**src/rtl/core_pkg.sv**
```systemverilog
// Shared RV32 core definitions: data width, reset PC and the fetch-queue entry layout.
package core_pkg;

  localparam int XLEN = 32;

  localparam logic [XLEN-1:0] RESET_PC = 32'h0000_0000;

  typedef struct packed {
    logic [XLEN-1:0] pc;
    logic [XLEN-1:0] instr;
    logic            filled;
  } fetch_entry_t;

endpackage

```
**src/rtl/fetch_queue_if.sv**
```systemverilog
// Instruction-memory request/response and decode handshake bundle of the fetch queue.
// master = fetch queue side, slave = memory/decode side.
interface fetch_queue_if;
  import core_pkg::*;

  logic            imem_req_valid;
  logic [XLEN-1:0] imem_req_addr;
  logic            imem_req_ready;
  logic            imem_rsp_valid;
  logic [XLEN-1:0] imem_rsp_data;

  logic            id_valid;
  logic [XLEN-1:0] id_pc;
  logic [XLEN-1:0] id_instr;
  logic            id_ready;

  modport master (
    output imem_req_valid, imem_req_addr,
    input  imem_req_ready, imem_rsp_valid, imem_rsp_data,
    output id_valid, id_pc, id_instr,
    input  id_ready
  );

  modport slave (
    input  imem_req_valid, imem_req_addr,
    output imem_req_ready, imem_rsp_valid, imem_rsp_data,
    input  id_valid, id_pc, id_instr,
    output id_ready
  );

endinterface

```
**src/rtl/fetch_queue.sv**
```systemverilog
// In-order instruction fetch queue between the PC register and IF/ID, with jump flush.
// Define FETCH_QUEUE_BYPASS_EN to forward a response that fills the head entry straight to decode.
module fetch_queue
  import core_pkg::*;
#(
  parameter int DEPTH = 4
) (
  input  logic            clk,
  input  logic            reset,
  input  logic [XLEN-1:0] cur_pc,
  input  logic            jump,
  output logic            stop,
  fetch_queue_if.master   bus
);

  localparam int PTR_W = $clog2(DEPTH);
  localparam int CNT_W = PTR_W + 1;

  typedef logic [PTR_W-1:0] ptr_t;
  typedef logic [CNT_W-1:0] cnt_t;

  localparam cnt_t CNT_FULL = cnt_t'(DEPTH);
  localparam cnt_t CNT_ONE  = cnt_t'(1);
  localparam ptr_t PTR_ONE  = ptr_t'(1);

  logic [XLEN-1:0]  pc_mem    [DEPTH];
  logic [XLEN-1:0]  instr_mem [DEPTH];
  logic [DEPTH-1:0] filled_q;

  ptr_t head_q, tail_q, fill_q;
  cnt_t count_q, unfilled_q, drop_q;

  fetch_entry_t head_entry;
  logic         req_fire;
  logic         rsp_keep;
  logic         rsp_drop;
  logic         bypass_hit;
  logic         pop;

  always_comb begin
    head_entry.pc     = pc_mem[head_q];
    head_entry.instr  = instr_mem[head_q];
    head_entry.filled = filled_q[head_q];
  end

  // The full check uses the registered count, so a same-cycle pop never frees a slot early.
  assign bus.imem_req_valid = !reset && !jump && (count_q < CNT_FULL) && (drop_q == '0);
  assign bus.imem_req_addr  = cur_pc;
  assign req_fire           = bus.imem_req_valid && bus.imem_req_ready;
  assign stop               = !req_fire;

  // Responses in a jump cycle belong to the flushed stream and are folded into drop instead.
  assign rsp_keep = !reset && !jump && bus.imem_rsp_valid && (drop_q == '0);
  assign rsp_drop = !reset && !jump && bus.imem_rsp_valid && (drop_q != '0);

`ifdef FETCH_QUEUE_BYPASS_EN
  // No filled entries ahead of the fill pointer means the response lands in the head entry.
  assign bypass_hit = rsp_keep && (count_q != '0) && (unfilled_q == count_q);
`else
  assign bypass_hit = 1'b0;
`endif

  assign bus.id_valid = !reset && !jump &&
                        (((count_q != '0) && head_entry.filled) || bypass_hit);
  assign bus.id_pc    = head_entry.pc;
  assign bus.id_instr = bypass_hit ? bus.imem_rsp_data : head_entry.instr;

  assign pop = bus.id_valid && bus.id_ready;

  always_ff @(posedge clk) begin
    if (reset) begin
      head_q     <= '0;
      tail_q     <= '0;
      fill_q     <= '0;
      count_q    <= '0;
      unfilled_q <= '0;
      drop_q     <= '0;
      filled_q   <= '0;
    end else if (jump) begin
      head_q     <= tail_q;
      fill_q     <= tail_q;
      count_q    <= '0;
      unfilled_q <= '0;
      drop_q     <= drop_q + unfilled_q - cnt_t'(bus.imem_rsp_valid);
    end else begin
      if (req_fire) begin
        filled_q[tail_q] <= 1'b0;
        tail_q           <= tail_q + PTR_ONE;
      end
      if (rsp_keep) begin
        if (!(bypass_hit && pop)) begin
          filled_q[fill_q] <= 1'b1;
        end
        fill_q <= fill_q + PTR_ONE;
      end
      if (rsp_drop) begin
        drop_q <= drop_q - CNT_ONE;
      end
      if (pop) begin
        head_q <= head_q + PTR_ONE;
      end
      count_q    <= count_q + cnt_t'(req_fire) - cnt_t'(pop);
      unfilled_q <= unfilled_q + cnt_t'(req_fire) - cnt_t'(rsp_keep);
    end
  end

  // NOTE: payload arrays carry no reset; validity is owned entirely by count/filled,
  // so resetting them would only add reset fan-out to wide storage.
  always_ff @(posedge clk) begin
    if (req_fire) begin
      pc_mem[tail_q] <= cur_pc;
    end
    if (rsp_keep) begin
      instr_mem[fill_q] <= bus.imem_rsp_data;
    end
  end

endmodule

```
**src/flat_wrapper.sv**
```systemverilog
// flat-port wrapper written by rule: the top's interface ports become plain ports
module fetch_queue_flat import core_pkg::*;
#(
  parameter int DEPTH = 4
)
  (clk, reset, cur_pc, jump, stop, bus_imem_req_valid, bus_imem_req_addr, bus_imem_req_ready, bus_imem_rsp_valid, bus_imem_rsp_data, bus_id_valid, bus_id_pc, bus_id_instr, bus_id_ready);
  fetch_queue_if bus_i ();
  input  logic clk;
  input  logic reset;
  input  logic [XLEN-1:0] cur_pc;
  input  logic jump;
  output logic stop;
  output wire logic [$bits(bus_i.imem_req_valid)-1:0] bus_imem_req_valid;
  output wire logic [$bits(bus_i.imem_req_addr)-1:0] bus_imem_req_addr;
  input wire logic [$bits(bus_i.imem_req_ready)-1:0] bus_imem_req_ready;
  input wire logic [$bits(bus_i.imem_rsp_valid)-1:0] bus_imem_rsp_valid;
  input wire logic [$bits(bus_i.imem_rsp_data)-1:0] bus_imem_rsp_data;
  output wire logic [$bits(bus_i.id_valid)-1:0] bus_id_valid;
  output wire logic [$bits(bus_i.id_pc)-1:0] bus_id_pc;
  output wire logic [$bits(bus_i.id_instr)-1:0] bus_id_instr;
  input wire logic [$bits(bus_i.id_ready)-1:0] bus_id_ready;
  assign bus_imem_req_valid = bus_i.imem_req_valid;
  assign bus_imem_req_addr = bus_i.imem_req_addr;
  assign bus_i.imem_req_ready = bus_imem_req_ready;
  assign bus_i.imem_rsp_valid = bus_imem_rsp_valid;
  assign bus_i.imem_rsp_data = bus_imem_rsp_data;
  assign bus_id_valid = bus_i.id_valid;
  assign bus_id_pc = bus_i.id_pc;
  assign bus_id_instr = bus_i.id_instr;
  assign bus_i.id_ready = bus_id_ready;
  fetch_queue #(.DEPTH(DEPTH)) u_core (.clk(clk), .reset(reset), .cur_pc(cur_pc), .jump(jump), .stop(stop), .bus(bus_i));
endmodule
```
**config.mk**
```make
export PLATFORM = sky130hd
export DESIGN_NAME = fetch_queue_flat
export DESIGN_NICKNAME = d
export VERILOG_FILES = /design/src/rtl/core_pkg.sv /design/src/rtl/fetch_queue_if.sv /design/src/rtl/fetch_queue.sv /design/src/flat_wrapper.sv
export SDC_FILE = /design/constraint.sdc
export NUM_CORES = 1
export LEC_CHECK = 0
export ABC_AREA = 1
export CAP_MARGIN = 20
export CORE_ASPECT_RATIO = 0.75
export CORE_MARGIN = 4
export CORE_UTILIZATION = 60
export DETAILED_ROUTE_END_ITERATION = 10
export DONT_BUFFER_PORTS = 1
export PLACE_DENSITY_LB_ADDON = 0.1
export SLEW_MARGIN = 20
export SYNTH_ARGS = -nofsm -noshare
export SYNTH_HDL_FRONTEND = slang
export SYNTH_SLANG_ARGS = --single-unit
export TNS_END_PERCENT = 5
```
**constraint.sdc**
```tcl
create_clock -name clk -period 4.21 [get_ports clk]
set_clock_uncertainty 0.2 [all_clocks]
set_input_delay 0.421 -clock clk [delete_from_list [all_inputs] [get_ports clk]]
set_output_delay 0.421 -clock clk [all_outputs]
set_load 0.005 [all_outputs]
```
# [Word level (Yosys, flattened, before mapping)]
# Memories as Yosys holds them, arrays and structs flattened. A register that Yosys moved wholly into a read port is not among the register bits.
# Cells that the tools add are included.
[totals] ramBits=256 elab_cells=76 regBits=19 output_inout_bits=99 mem_count=2 inputBits=70
[classes] addsub=10 n_reduce_logical=23 muxes=24 bitwise=4 order_cmp=6
[memory_table] name="u_core.instr_mem" depth=4 word_bits=32 rd=1 rd_clocked_by_memory_dff=1 wr=1 line_no="fetch_queue.sv:27" rtl="logic [XLEN-1:0] instr_mem [DEPTH];"
[memory_table] name="u_core.pc_mem" depth=4 word_bits=32 rd=1 rd_clocked_by_memory_dff=1 wr=1 line_no="fetch_queue.sv:26" rtl="logic [XLEN-1:0] pc_mem [DEPTH];"
[ops] cell="2-bit 2-to-1 mux" count=8
[ops] cell="4-bit 2-to-1 mux" count=4
[ops] cell="1-bit logical AND" count=12
[ops] cell="2-bit by 3-bit less-than comparator with 1-bit output, second input constant" count=3
[ops] cell="3-bit by 1-bit subtractor with 3-bit output" count=3
[ops] cell="1-bit 2-to-1 mux" count=7
[ops] cell="2-bit by 1-bit adder with 2-bit output, second input constant" count=3
[ops] cell="3-bit by 1-bit adder with 3-bit output" count=2
[ops] cell="3-bit 2-to-1 mux" count=2
[ops] cell="2-bit nonzero test" count=3
[ops] cell="3-bit nonzero test" count=2
[ops] cell="4-bit bitwise AND" count=1
[ops] cell="1-bit demux with 2-bit select" count=2
[ops] cell="2-bit by 1-bit >= comparator with 1-bit output, second input constant" count=2
[ops] cell="4-bit NOT" count=1
[ops] cell="4-bit OR" count=1
[ops] cell="3-bit adder" count=1
[ops] cell="1-bit zero test" count=3
[ops] cell="3-bit zero test" count=1
[ops] cell="3-bit less-than comparator, second input constant" count=1
[ops] cell="3-bit by 1-bit subtractor with 3-bit output, second input constant" count=1
[ops] cell="1-bit binary-select mux with 2-bit select" count=1
[ops] cell="2-bit AND reduction" count=1
[ops] cell="2-bit OR reduction" count=1
[ops] cell="1-bit NOT" count=1

# [Logic depth before layout (Yosys ltp)]
# Gate-level depths: netlist (run 1).
[logic_depth] ltp_word=11 ltp_mapped=13 depth_no_buf=12

# [Least setup slack after synthesis (run 1)]
# Ideal clock, no wire load.
[synth_timing] path_type="input port to flip-flop" start="input jump" end="memory u_core.pc_mem[0][0], enable pin" setup_ns=0.422 cell_stages=6 slack_ns=1.156 required_ns=3.588 t_arrival_ns=2.432 path_cell_list="buf_4 clkinv_4 nand2_4 nor3_4 nand2_2 nor2_1"
[synth_between] elab_chain_cells=7
[synth_rtl] item="start: declaration" line_no="flat_wrapper.sv:11" rtl="input logic jump;"
[synth_rtl] item="1-bit zero test" line_no="fetch_queue.sv:47" rtl="assign bus.imem_req_valid = !reset && !jump && (count_q < CNT_FULL) && (drop_q == '0);"
[synth_rtl] item="1-bit logical AND (3 in series)" line_no="fetch_queue.sv:47"
[synth_rtl] item="named net bus_imem_req_valid" line_no="flat_wrapper.sv:13" rtl="output wire logic [$bits(bus_i.imem_req_valid)-1:0] bus_imem_req_valid;"
[synth_rtl] item="1-bit logical AND" line_no="fetch_queue.sv:49" rtl="assign req_fire = bus.imem_req_valid && bus.imem_req_ready;"
[synth_rtl] item="1-bit 2-to-1 mux" line_no="fetch_queue.sv:110" rtl="if (req_fire) begin"
[synth_rtl] item="1-bit 2-to-1 mux (not written as such)" line_no="fetch_queue.sv:111" rtl="pc_mem[tail_q] <= cur_pc;"
[synth_rtl] item="end: declaration" line_no="fetch_queue.sv:26"
# The timed path passes the listed nets, and every way through them passes these cells.

# [Worst setup path after layout (run 1)]
[layout_timing] start="input reset" end="memory u_core.instr_mem[3][31], enable pin"
[layout_between] elab_chain_cells=6
[layout_rtl] item="start: declaration" line_no="flat_wrapper.sv:9" rtl="input logic reset;"
[layout_rtl] item="1-bit zero test" line_no="fetch_queue.sv:53" rtl="assign rsp_keep = !reset && !jump && bus.imem_rsp_valid && (drop_q == '0);"
[layout_rtl] item="1-bit logical AND (3 in series)" line_no="fetch_queue.sv:53"
[layout_rtl] item="1-bit 2-to-1 mux" line_no="fetch_queue.sv:113" rtl="if (rsp_keep) begin"
[layout_rtl] item="1-bit 2-to-1 mux (not written as such)" line_no="fetch_queue.sv:114" rtl="instr_mem[fill_q] <= bus.imem_rsp_data;"
[layout_rtl] item="end: declaration" line_no="fetch_queue.sv:27"
# No other way between the ends.

==> results.txt, run 1 <==
----------------------------------------------------
[Synthesis]
  Post-synthesis average cell area ... between 10 and 15 sq um
  Seq/Total Area, Yosys ... 0.7423
  Number of distinct standard cells referenced by the synthesized netlist ... 28
  Post-synthesis cell count ... 815
  Number of synthesized register bits ... 277
  YS warnings ... 0
  Mapped cell area ... about 0.011 sq mm
  Total nets after synthesis ... 905

[Timing]
  Total negative slack ... 0 ns
  Count of final setup violators ... 0
  Crit share post-route ... 0.7030
  Pins over their slew limit ... 0
  Slew of the pin with the lowest slew margin ... 0.9514 ns
  Peak clock frequency supported by timing ... 0.3379 GHz
  Setup repair after global routing missed its margin ... false
  Relative slew slack ... 0.3650
  Fin. Hold Viols ... 0
  Final worst-path setup slack ... 1.250 ns
  Shortest period the worst path allows ... roughly 3.0 ns

[Placement]
  Placer congestion estimate ... 0.8137
  Dpl cell area ... 0.01096 sq mm
  Count of buffers inserted at the top-level ports ... 0
  HPWL Detailed ... 12.99 mm
  Dpl ws ... 1.355 ns

[Layout]
  Number of fillers in the final layout ... 1266
  Area of all placed cells without fillers ... 0.01249 sq mm
  Ant diodes ... 0
  Nets@finish ... 943
  Ratio of cells with drive above 1 in the final layout ... 0.07789
  Area delta synth->final ... 14.32%

[Clocking]
  Hold-fix buffers at CTS ... between 60 and 70
  Clock-pin slew reported for the worst setup and hold paths after clock tree synthesis ... roughly 0.06 ns
  Total clock buffers created by CTS ... 26
  CTS Buffer Depth ... 3
  Insertion delay of the later-clocked pin in the worst-skew pair ... 0.51 ns
  Depth of the CTS H-tree ... 1
  PostCTS Resize Cnt ... 0
  Clk sink count ... 277
  Clock tree from TritonCTS ... built
  Root Buffer Master ... sky130_fd_sc_hd__clkbuf_16
  Total setup buffers inserted after CTS ... 0

[Power and ir drop]
  Clock network fraction of total power ... 0.401
  Internal power consumption ... about 4500 uW
  Sequential Power Share ... 0.539
  Power per standard cell area ... roughly 450 mW/mm^2
  Power share of the combinational group ... 0.060
  Highest ir drop seen on vdd ... 0.3485 mV
  Switching power summed over all nets ... 1186 uW
  Switching portion of total power ... 0.2091
  Static leakage power ... approximately 0.0042 uW

[Routing]
  Average wire per standard cell ... 19.76 um
  Number of DRC markers in iteration 0 ... 566
  DRT Wirelength ... 22.03 mm
  Via count normalized by instance count ... ~5.7
  Remaining antenna violation count ... 0
  Total via count after detailed routing ... 6350
  DRC errors left ... 0
  Detailed Routing Iterations Pass 1 ... 5

[GRT]
  GR Util All Layers ... 0.2145
  Maximum number of pins on one net before global-route repair ... 89
  Total overflow reported by the global router ... 0
  Initial antenna violation count ... 0
  Wire length of the first global-routing pass ... roughly 35 mm
  Number of global-route vias before repair ... 6302

[Die]
  Starting utilization of the core area ... 0.6150
  Count of boundary I/O pins ... 169
  # rows ... 42
  Width of the chip ... 163.8 um
  Die outline area ... 0.02045 sq mm
  Area inside the core boundary ... 0.01776 sq mm
  Chip Height ... about 120 um

[Worst setup path]
  Crit Path Category ... primary input to flip-flop
  Arrival time at the worst endpoint ... 2.98 ns
  Cell with the biggest individual delay on the critical path ... sky130_fd_sc_hd__inv_1
  Setup crit end kind ... flip-flop
  Cell Chain, Critical Path ... dlygate4sd3_1 > inv_2 > nand2_4 > nor3b_4 > nand2_1 > inv_1 > buf_4
  CP Max Fanout ... 19
  CP max stage delay ... 0.71 ns
  Required arrival time at the worst endpoint ... 4.23 ns
  Startpoint type of the worst setup path ... primary input

[Flow run]
  Max Cap Violations ... 0

[Worst hold path]
  Worst hold path class ... primary input to flip-flop

[Run status]
  Run status ... completed

----------------------------------------------------
[power by group through the flow]
stage | combinational, uW | clock, uW | sequential (uW)
2_1_floorplan | 224 | 0 | 3110
3_3_place_gp | 257 | 0 | 3110
3_5_place_dp | 264 | 0 | 3110
4_1_cts | 344 | 2310 | 3050
5_1_grt | 382 | 2450 | 3060
6_report | 342 | 2270 | 3050
[path summary, 6_finish.rpt]
path	startpoint	slack [ns]	cells past startpoint	to
worst max-delay path	reset	1.25	7	u_core.instr_mem[3][31]
worst min register to register	u_core.filled_q[2]	0.31	2	u_core.filled_q[2]
worst min-delay path	jump	0.03	4	flip-flop
worst max register to register	u_core.drop_q[1]	1.37	7	u_core.instr_mem[3][31]
[layout by cell type (no fill, tap or decap), types with 2 or more instances in the layout]
master                          Yosys  layout
sky130_fd_sc_hd__bufinv_16          0       3
sky130_fd_sc_hd__fa_1               3       3
sky130_fd_sc_hd__nand2_1           23      23
sky130_fd_sc_hd__clkinvlp_4         0       3
sky130_fd_sc_hd__ha_1              17      17
sky130_fd_sc_hd__a21oi_1            9       9
sky130_fd_sc_hd__clkbuf_1          30       6
sky130_fd_sc_hd__nor2_1           142     138
sky130_fd_sc_hd__inv_1             37      36
sky130_fd_sc_hd__clkinv_1           1       5
sky130_fd_sc_hd__nor2_4             0       4
sky130_fd_sc_hd__clkbuf_16          0      26
sky130_fd_sc_hd__dfxtp_1           21      19
sky130_fd_sc_hd__xnor2_1            4       4
sky130_fd_sc_hd__o22ai_1           64      64
sky130_fd_sc_hd__edfxtp_1         256     256
sky130_fd_sc_hd__clkinv_2           0       6
sky130_fd_sc_hd__o21ai_0          140     140
sky130_fd_sc_hd__nand3_1            8       8
sky130_fd_sc_hd__nand2b_1           2       2
sky130_fd_sc_hd__buf_4             34      16
sky130_fd_sc_hd__xor2_1             4       4
sky130_fd_sc_hd__dlygate4sd3_1      0      68
[final cells by class]
class                   count  area (sq um)  share of cell area
clock inverters            16         167.7             0.01343
well taps                 242         302.8             0.02425
inverters                  40         157.7             0.01263
flip-flops and latches    277          8113              0.6497
multi-input cells         424          2272              0.1820
repair buffers             84         800.8             0.06413
clock buffers              32         673.1             0.05391
[kinds of logic after synthesis]
family / after synthesis / synth area share
XOR/XNOR: 8 / 0.006414
adder cells (fa/ha/maj): 20 / 0.02497
AO/OA/AOI/OAI: 216 / 0.1070
flip-flops: 277 / 0.7423
AND/OR/NAND/NOR: 180 / 0.06690
buffers and inverters: 114 / 0.05246
[critical path, delay by kind of cell]
kind                   cells  cell delay (ns)
AND/OR/NAND/NOR            3             0.66
buffers and inverters      4             1.88
[state kept, by name, indices dropped and copies added, names as in the netlist, named ones only]
| register | flops |
|---|---|
| u_core.unfilled_q | 3 |
| u_core.instr_mem | 128 |
| u_core.head_q | 2 |
| u_core.filled_q | 4 |
| u_core.drop_q | 3 |
| u_core.fill_q | 2 |
| u_core.count_q | 3 |
| u_core.pc_mem | 128 |
| u_core.tail_q | 2 |
[synth_stat cells (all sizes together)]
| cell | count | area [sq um] |
|---|---|---|
| nand2 | 25 | 103.9 |
| xnor2 | 4 | 35.03 |
| nand2b | 2 | 12.51 |
| buf | 44 | 305.3 |
| edfxtp | 256 | 7687 |
| nand4 | 1 | 6.260 |
| a31oi | 1 | 6.260 |
| o22ai | 64 | 400.4 |
| dfxtp | 21 | 420.4 |
| clkinv | 2 | 12.51 |
| clkbuf | 30 | 112.6 |
| a211oi | 1 | 7.510 |
| ha | 17 | 212.7 |
| fa | 3 | 60.06 |
| inv | 38 | 142.6 |
| xor2 | 4 | 35.03 |
| nand3 | 8 | 40.04 |
| nor3b | 1 | 18.77 |
| o21ai | 140 | 700.7 |
| nor2 | 142 | 533.0 |
| nor3 | 1 | 16.27 |
| a21oi | 10 | 53.80 |
[metal layers]
layer | track usage | vias to the layer above | share of wire
met2 | 0.3388 | 245 | 0.47
met5 | 0 | - | 0
met1 | 0.2982 | 3053 | 0.43
met3 | 0.05921 | 45 | 0.078
li1 | - | 3007 | -
met4 | 0.05621 | 0 | 0.024
[metrics by stage]
stage	hold WS [ns]	power, uW	util	instances
6_report	0.03326	5670	0.7030	1115
5_1_grt	0.05011	5886	0.7030	1115
4_1_cts	0.0003947	5711	0.7024	1114
3_3_place_gp	0.2936	3371	0.6173	999
3_5_place_dp	0.2839	3379	0.6173	999
2_1_floorplan	0.2590	3332	-	815
Note: power is estimated with default switching activity, not from simulation.
==> run 2, diff against run 1 <==
Settings changed: CORE_UTILIZATION 60 to 57.
Clock period 4.21 ns to 2.6 ns, I/O delays scaled along.
==> results.txt, run 2 (same netlist as run 1, synthesis figures left out) <==
----------------------------------------------------
[Worst setup path]
  Cell Chain, Critical Path ... clkinv_4 > dlygate4sd3_1 > nand2_4 > a21oi_2 > nand4_1 > inv_1 > ha_1 > inv_1 > ha_1 > fa_1 > xnor2_2 > xor2_1 > nor2_1
  CP max stage delay ... 0.62 ns
  Crit Path Category ... primary input to flip-flop
  Reg2Reg Launch Point ... u_core.head_q[0]
  Startpoint type of the worst setup path ... primary input
  Reg-to-reg setup timing slack ... approximately 0.13 ns
  CP Max Fanout ... 9
  Arrival time at the worst endpoint ... 2.70 ns
  Setup crit end kind ... flip-flop
  Required arrival time at the worst endpoint ... roughly 2.8 ns
  Cell with the biggest individual delay on the critical path ... sky130_fd_sc_hd__dlygate4sd3_1
  Source of the critical timing path ... jump

[Routing]
  Average wire per standard cell ... 19.49 um
  DRC errors left ... 0
  Detailed Routing Iterations Pass 1 ... 7
  Total met3 wirelength after detailed routing ... 1.758 mm
  Number of DRC markers in iteration 0 ... 533
  Detailed-route wire length on metal 1 ... 9.160 mm
  Routed length on met2 ... 10.89 mm
  Remaining antenna violation count ... 0
  DRT Wirelength ... around 22 mm
  Uppermost signal routing layer after detailed routing ... met5
  Via count normalized by instance count ... 5.700
  Total via count after detailed routing ... approximately 6500

[Power and ir drop]
  Power per standard cell area ... around 710 mW/mm^2
  Power consumption ... 9102 uW
  Static leakage power ... 0.004332 uW
  Highest ir drop seen on vdd ... 0.5559 mV

[GRT]
  Maximum number of pins on one net before global-route repair ... 129
  Total overflow reported by the global router ... 0
  Number of global-route vias before repair ... 6412
  GR Util All Layers ... 0.2042
  Wire length of the first global-routing pass ... 34.74 mm
  Initial antenna violation count ... 1

[Timing]
  Crit share post-route ... 0.9560
  Count of final setup violators ... 0
  Shortest period the worst path allows ... about 2.5 ns
  Pins over their slew limit ... 0
  Relative slew slack ... 0.6169
  Fin. Hold Viols ... 0
  Slew of the pin with the lowest slew margin ... 0.5747 ns
  Total negative slack ... 0 ns
  Worst hold slack after final layout ... 0.01807 ns
  Peak clock frequency supported by timing ... 0.4023 GHz

[Die]
  # rows ... 43
  Starting utilization of the core area ... 0.5851
  Area inside the core boundary ... about 0.019 sq mm
  Chip Height ... ~130 um
  Count of boundary I/O pins ... 169
  Width of the chip ... 167.8 um
  Die outline area ... 0.02146 sq mm

[Clocking]
  Clk sink count ... ~280
  Total clock buffers created by CTS ... 26
  CTS Buffer Depth ... 3
  Insertion delay of the later-clocked pin in the worst-skew pair ... 0.52 ns
  Depth of the CTS H-tree ... 1
  Clock-pin slew reported for the worst setup and hold paths after clock tree synthesis ... 0.06 ns
  Clock tree from TritonCTS ... built
  Root Buffer Master ... sky130_fd_sc_hd__clkbuf_16

[Layout]
  Nets@finish ... 957
  Most frequent standard cell in the layout excluding fill and tap cells ... sky130_fd_sc_hd__edfxtp_1
  Commonest cells after routing, fill and taps aside ... sky130_fd_sc_hd__edfxtp_1, sky130_fd_sc_hd__o21ai_0, sky130_fd_sc_hd__nor2_1, sky130_fd_sc_hd__dlygate4sd3_1, sky130_fd_sc_hd__o22ai_1
  Ratio of cells with drive above 1 in the final layout ... 0.08455
  Area delta synth->final ... 16.94%
  Largest registers in the final layout ... u_core.instr_mem x128, u_core.pc_mem x128, u_core.filled_q x4
  Final Core Density ... 0.6842

[Worst hold path]
  Worst hold path class ... primary input to flip-flop
  Hold wc startpoint ... reset

[Run status]
  Run status ... completed

[Placement]
  HPWL Detailed ... 12.60 mm
  Placer congestion estimate ... 0.8141
  Count of buffers inserted at the top-level ports ... 0

[Flow run]
  Max Cap Violations ... 0

----------------------------------------------------
[run 2: repair_timing]
action	in CTS	in global routing
endpoints found under the hold margin	277	7
cloned	0	0
gates resized for setup	1	6
setup endpoints to repair	11	2
setup buffers	0	0
hold buffers	77	2
[run 2: cell type report]
class	count	area, sq um
flip-flops and latches	277	8115
multi-input cells	424	2280
diodes	1	2.502
clock inverters	18	151.4
fillers	1282	5896
repair buffers	98	1087
inverters	40	162.7
well taps	247	309.0
clock buffers	30	665.6
[run 2: metal layers]
metal | up-vias | track usage
met3 | 32 | 0.05641
li1 | 3046 | -
met1 | 3180 | 0.2668
met2 | 210 | 0.3513
met5 | - | 0
met4 | 2 | 0.03865
[run 2: stage by stage]
stage	cell area [sq um]	cells	setup slack (ns)
5_1_grt	12770	1134	-0.002212
6_report	12770	1135	0.1143
3_5_place_dp	11150	1008	0.09627
4_1_cts	12740	1133	0.003900
3_3_place_gp	11150	1008	0.2428
2_1_floorplan	10920	815	-0.4387
[run 2: worst max-delay path: cells and delay by family]
family / cells / cell delay, ns
buffers and inverters: 4 / 0.77
adder cells (fa/ha/maj): 3 / 0.86
XOR/XNOR: 2 / 0.39
AO/OA/AOI/OAI: 1 / 0.06
AND/OR/NAND/NOR: 3 / 0.34
[run 2: path summary, 6_finish.rpt]
| check | endpoint | depth (start not counted) |
|---|---|---|
| max | u_core.count_q[2] | 13 |
| min | flip-flop | 2 |
| max reg2reg | u_core.count_q[2] | 12 |
| min reg2reg | u_core.filled_q[1] | 2 |
[run 2: power breakdown]
part	internal [uW]	switching (uW)
sequential	4920	23.1
combinational	230	364
clock	2040	1530
==> run 3, diff against run 2 <==
Settings changed: CAP_MARGIN 20 to 30.
Clock period 2.6 ns to 2.05 ns, I/O delays scaled along.
==> results.txt, run 3 (same netlist as run 1, synthesis figures left out) <==
----------------------------------------------------
[Run status]
  Run status ... finished with violations
  Failing checks ... setup timing

[Die]
  Width of the chip ... 167.8 um
  Die outline area ... 0.02146 sq mm
  Area inside the core boundary ... between 0.015 and 0.02 sq mm
  Count of boundary I/O pins ... 169
  Starting utilization of the core area ... 0.5851
  # rows ... 43
  Chip Height ... 127.9 um

[Timing]
  Pins over their slew limit ... 0
  Crit share post-route ... 1.084
  Fin. Hold Viols ... 0
  Final worst-path setup slack ... -0.1727 ns
  Peak clock frequency supported by timing ... 0.4499 GHz
  Shortest period the worst path allows ... around 2.2 ns
  Setup repair after global routing missed its margin ... true
  Count of final setup violators ... 37
  Relative slew slack ... 0.7710
  Total negative slack ... -0.7897 ns
  Worst hold slack after final layout ... 0.09247 ns
  Slew of the pin with the lowest slew margin ... approximately 0.34 ns

[Layout]
  Final Core Density ... 0.7323
  Ant diodes ... 0
  Largest registers in the final layout ... u_core.instr_mem x128, u_core.pc_mem x128, u_core.filled_q x4
  Commonest cells after routing, fill and taps aside ... sky130_fd_sc_hd__edfxtp_1, sky130_fd_sc_hd__nor2_1, sky130_fd_sc_hd__o21ai_0, sky130_fd_sc_hd__dlygate4sd3_1, sky130_fd_sc_hd__o22ai_1
  Area of all placed cells without fillers ... 0.01367 sq mm
  Nets@finish ... between 900 and 1000
  Ratio of cells with drive above 1 in the final layout ... 0.1970
  Area delta synth->final ... 25.17%
  Number of cells in the finished layout apart from fillers ... roughly 1200
  Most frequent standard cell in the layout excluding fill and tap cells ... sky130_fd_sc_hd__edfxtp_1

[Worst hold path]
  Worst hold path class ... primary input to flip-flop

[GRT]
  Number of global-route vias before repair ... 6729
  Wire length of the first global-routing pass ... 36.04 mm
  Total overflow reported by the global router ... 0
  Initial antenna violation count ... 0
  GR Util All Layers ... 0.2126
  Maximum number of pins on one net before global-route repair ... 73

[Routing]
  Via count normalized by instance count ... 5.863
  Average wire per standard cell ... 22.49 um
  Detailed Routing Iterations Pass 1 ... 5
  Total via count after detailed routing ... 6836
  DRT Wirelength ... between 20 and 30 mm
  Number of DRC markers in iteration 0 ... 604
  Remaining antenna violation count ... 0
  DRC errors left ... 0

[Clocking]
  Total clock buffers created by CTS ... 26
  Root Buffer Master ... sky130_fd_sc_hd__clkbuf_16
  Clock tree from TritonCTS ... built
  Insertion delay of the later-clocked pin in the worst-skew pair ... 0.52 ns
  Depth of the CTS H-tree ... 1
  Clock-pin slew reported for the worst setup and hold paths after clock tree synthesis ... 0.06 ns
  CTS Buffer Depth ... 3
  Clk sink count ... 277

[Worst setup path]
  CP Max Fanout ... 4
  Crit path buffers/inverters ... 3
  Startpoint type of the worst setup path ... flip-flop
  Arrival time at the worst endpoint ... roughly 2.4 ns
  Most common cell type on the critical path ... sky130_fd_sc_hd__inv_1
  CP max stage delay ... 0.37 ns
  Required arrival time at the worst endpoint ... 2.26 ns
  Cell Chain, Critical Path ... inv_4 > nand2_4 > nand3_2 > nand4_1 > inv_1 > ha_1 > inv_1 > ha_2 > fa_2 > xnor2_2 > xor2_1 > nor2_1
  Cell with the biggest individual delay on the critical path ... sky130_fd_sc_hd__dfxtp_4
  Cell family with the largest share of critical-path delay ... adder cells
  Setup crit end kind ... flip-flop
  Crit Path Category ... flip-flop to flip-flop

[Power and ir drop]
  Static leakage power ... 0.004714 uW
  Power share of the combinational group ... 0.082
  Highest ir drop seen on vdd ... 0.7230 mV
  Power per standard cell area ... 897.8 mW/mm^2
  Internal power consumption ... between 9000 and 10000 uW
  Sequential Power Share ... 0.511
  Clock network fraction of total power ... 0.407
  Switching portion of total power ... 0.2090
  Switching power summed over all nets ... 2565 uW

[Placement]
  HPWL Detailed ... 13.02 mm
  Dpl cell area ... 0.01134 sq mm
  Placer congestion estimate ... 0.8238
  Count of buffers inserted at the top-level ports ... 0
  Count of placed standard cells including taps ... 1026

[Flow run]
  Max Cap Violations ... 0

----------------------------------------------------
-- run 3: path summary, 6_finish.rpt --
path                                          from  cells after the start                 end  slack [ns]
worst min register to register  u_core.filled_q[3]                      2  u_core.filled_q[3]        0.31
worst max register to register    u_core.head_q[0]                     12   u_core.count_q[2]       -0.17
worst min-delay path                  bus_id_ready                      6           flip-flop        0.09
worst max-delay path              u_core.head_q[0]                     12   u_core.count_q[2]       -0.17
-- run 3: per-stage QoR --
stage	total power, uW	setup WS (ns)
detailed placement	7027	-0.2896
floorplan	6863	-0.1985
finish	12270	-0.1727
global route	12730	-0.2716
CTS	12180	-0.2052
global placement	6992	-0.1490
-- run 3: routing by layer --
layer	share of wire	vias up	global-route usage	routed length, um
met2	0.49	289	0.3666	12810
li1	-	3114	-	-
met3	0.076	52	0.04501	1998
met1	0.41	3381	0.2755	10730
met4	0.026	0	0.06393	682
met5	0	-	0	0
-- run 3: area by class of cell --
type                            count  area (sq um)
Multi-Input combinational cell    424          2566
Inverter                           40         162.7
Clock inverter                     15         216.5
Tap cell                          247         309.0
Sequential cell                   277          8120
Fill cell                        1147          4997
Clock buffer                       32         693.2
Timing Repair Buffer              131          1604
-- run 3: worst register-to-register path: cells and delay by family, from the launching register on --
| family | cells | cell delay (ns) |
|---|---|---|
| simple gates | 4 | 0.30 |
| xor+xnor | 2 | 0.32 |
| flops | 1 | 0.37 |
| fa+ha+maj | 3 | 0.77 |
| buf+inv | 3 | 0.14 |
-- run 3: power by group through the flow --
stage,logic (uW),clock network [uW],registers [uW]
after floorplan,480,0,6380
after global placement,607,0,6390
after detailed placement,639,0,6390
after CTS,836,5080,6270
after global routing,1090,5370,6270
final,1010,5000,6270
-- run 3: timing repair --
item | CTS | global route
hold endpoints to repair | 277 | 13
setup endpoints to repair | 52 | 320
resized for setup | 25 | 65
gates cloned | 0 | 12
setup buffers | 4 | 6
pin swaps | 12 | 14
hold buffers | 71 | 1
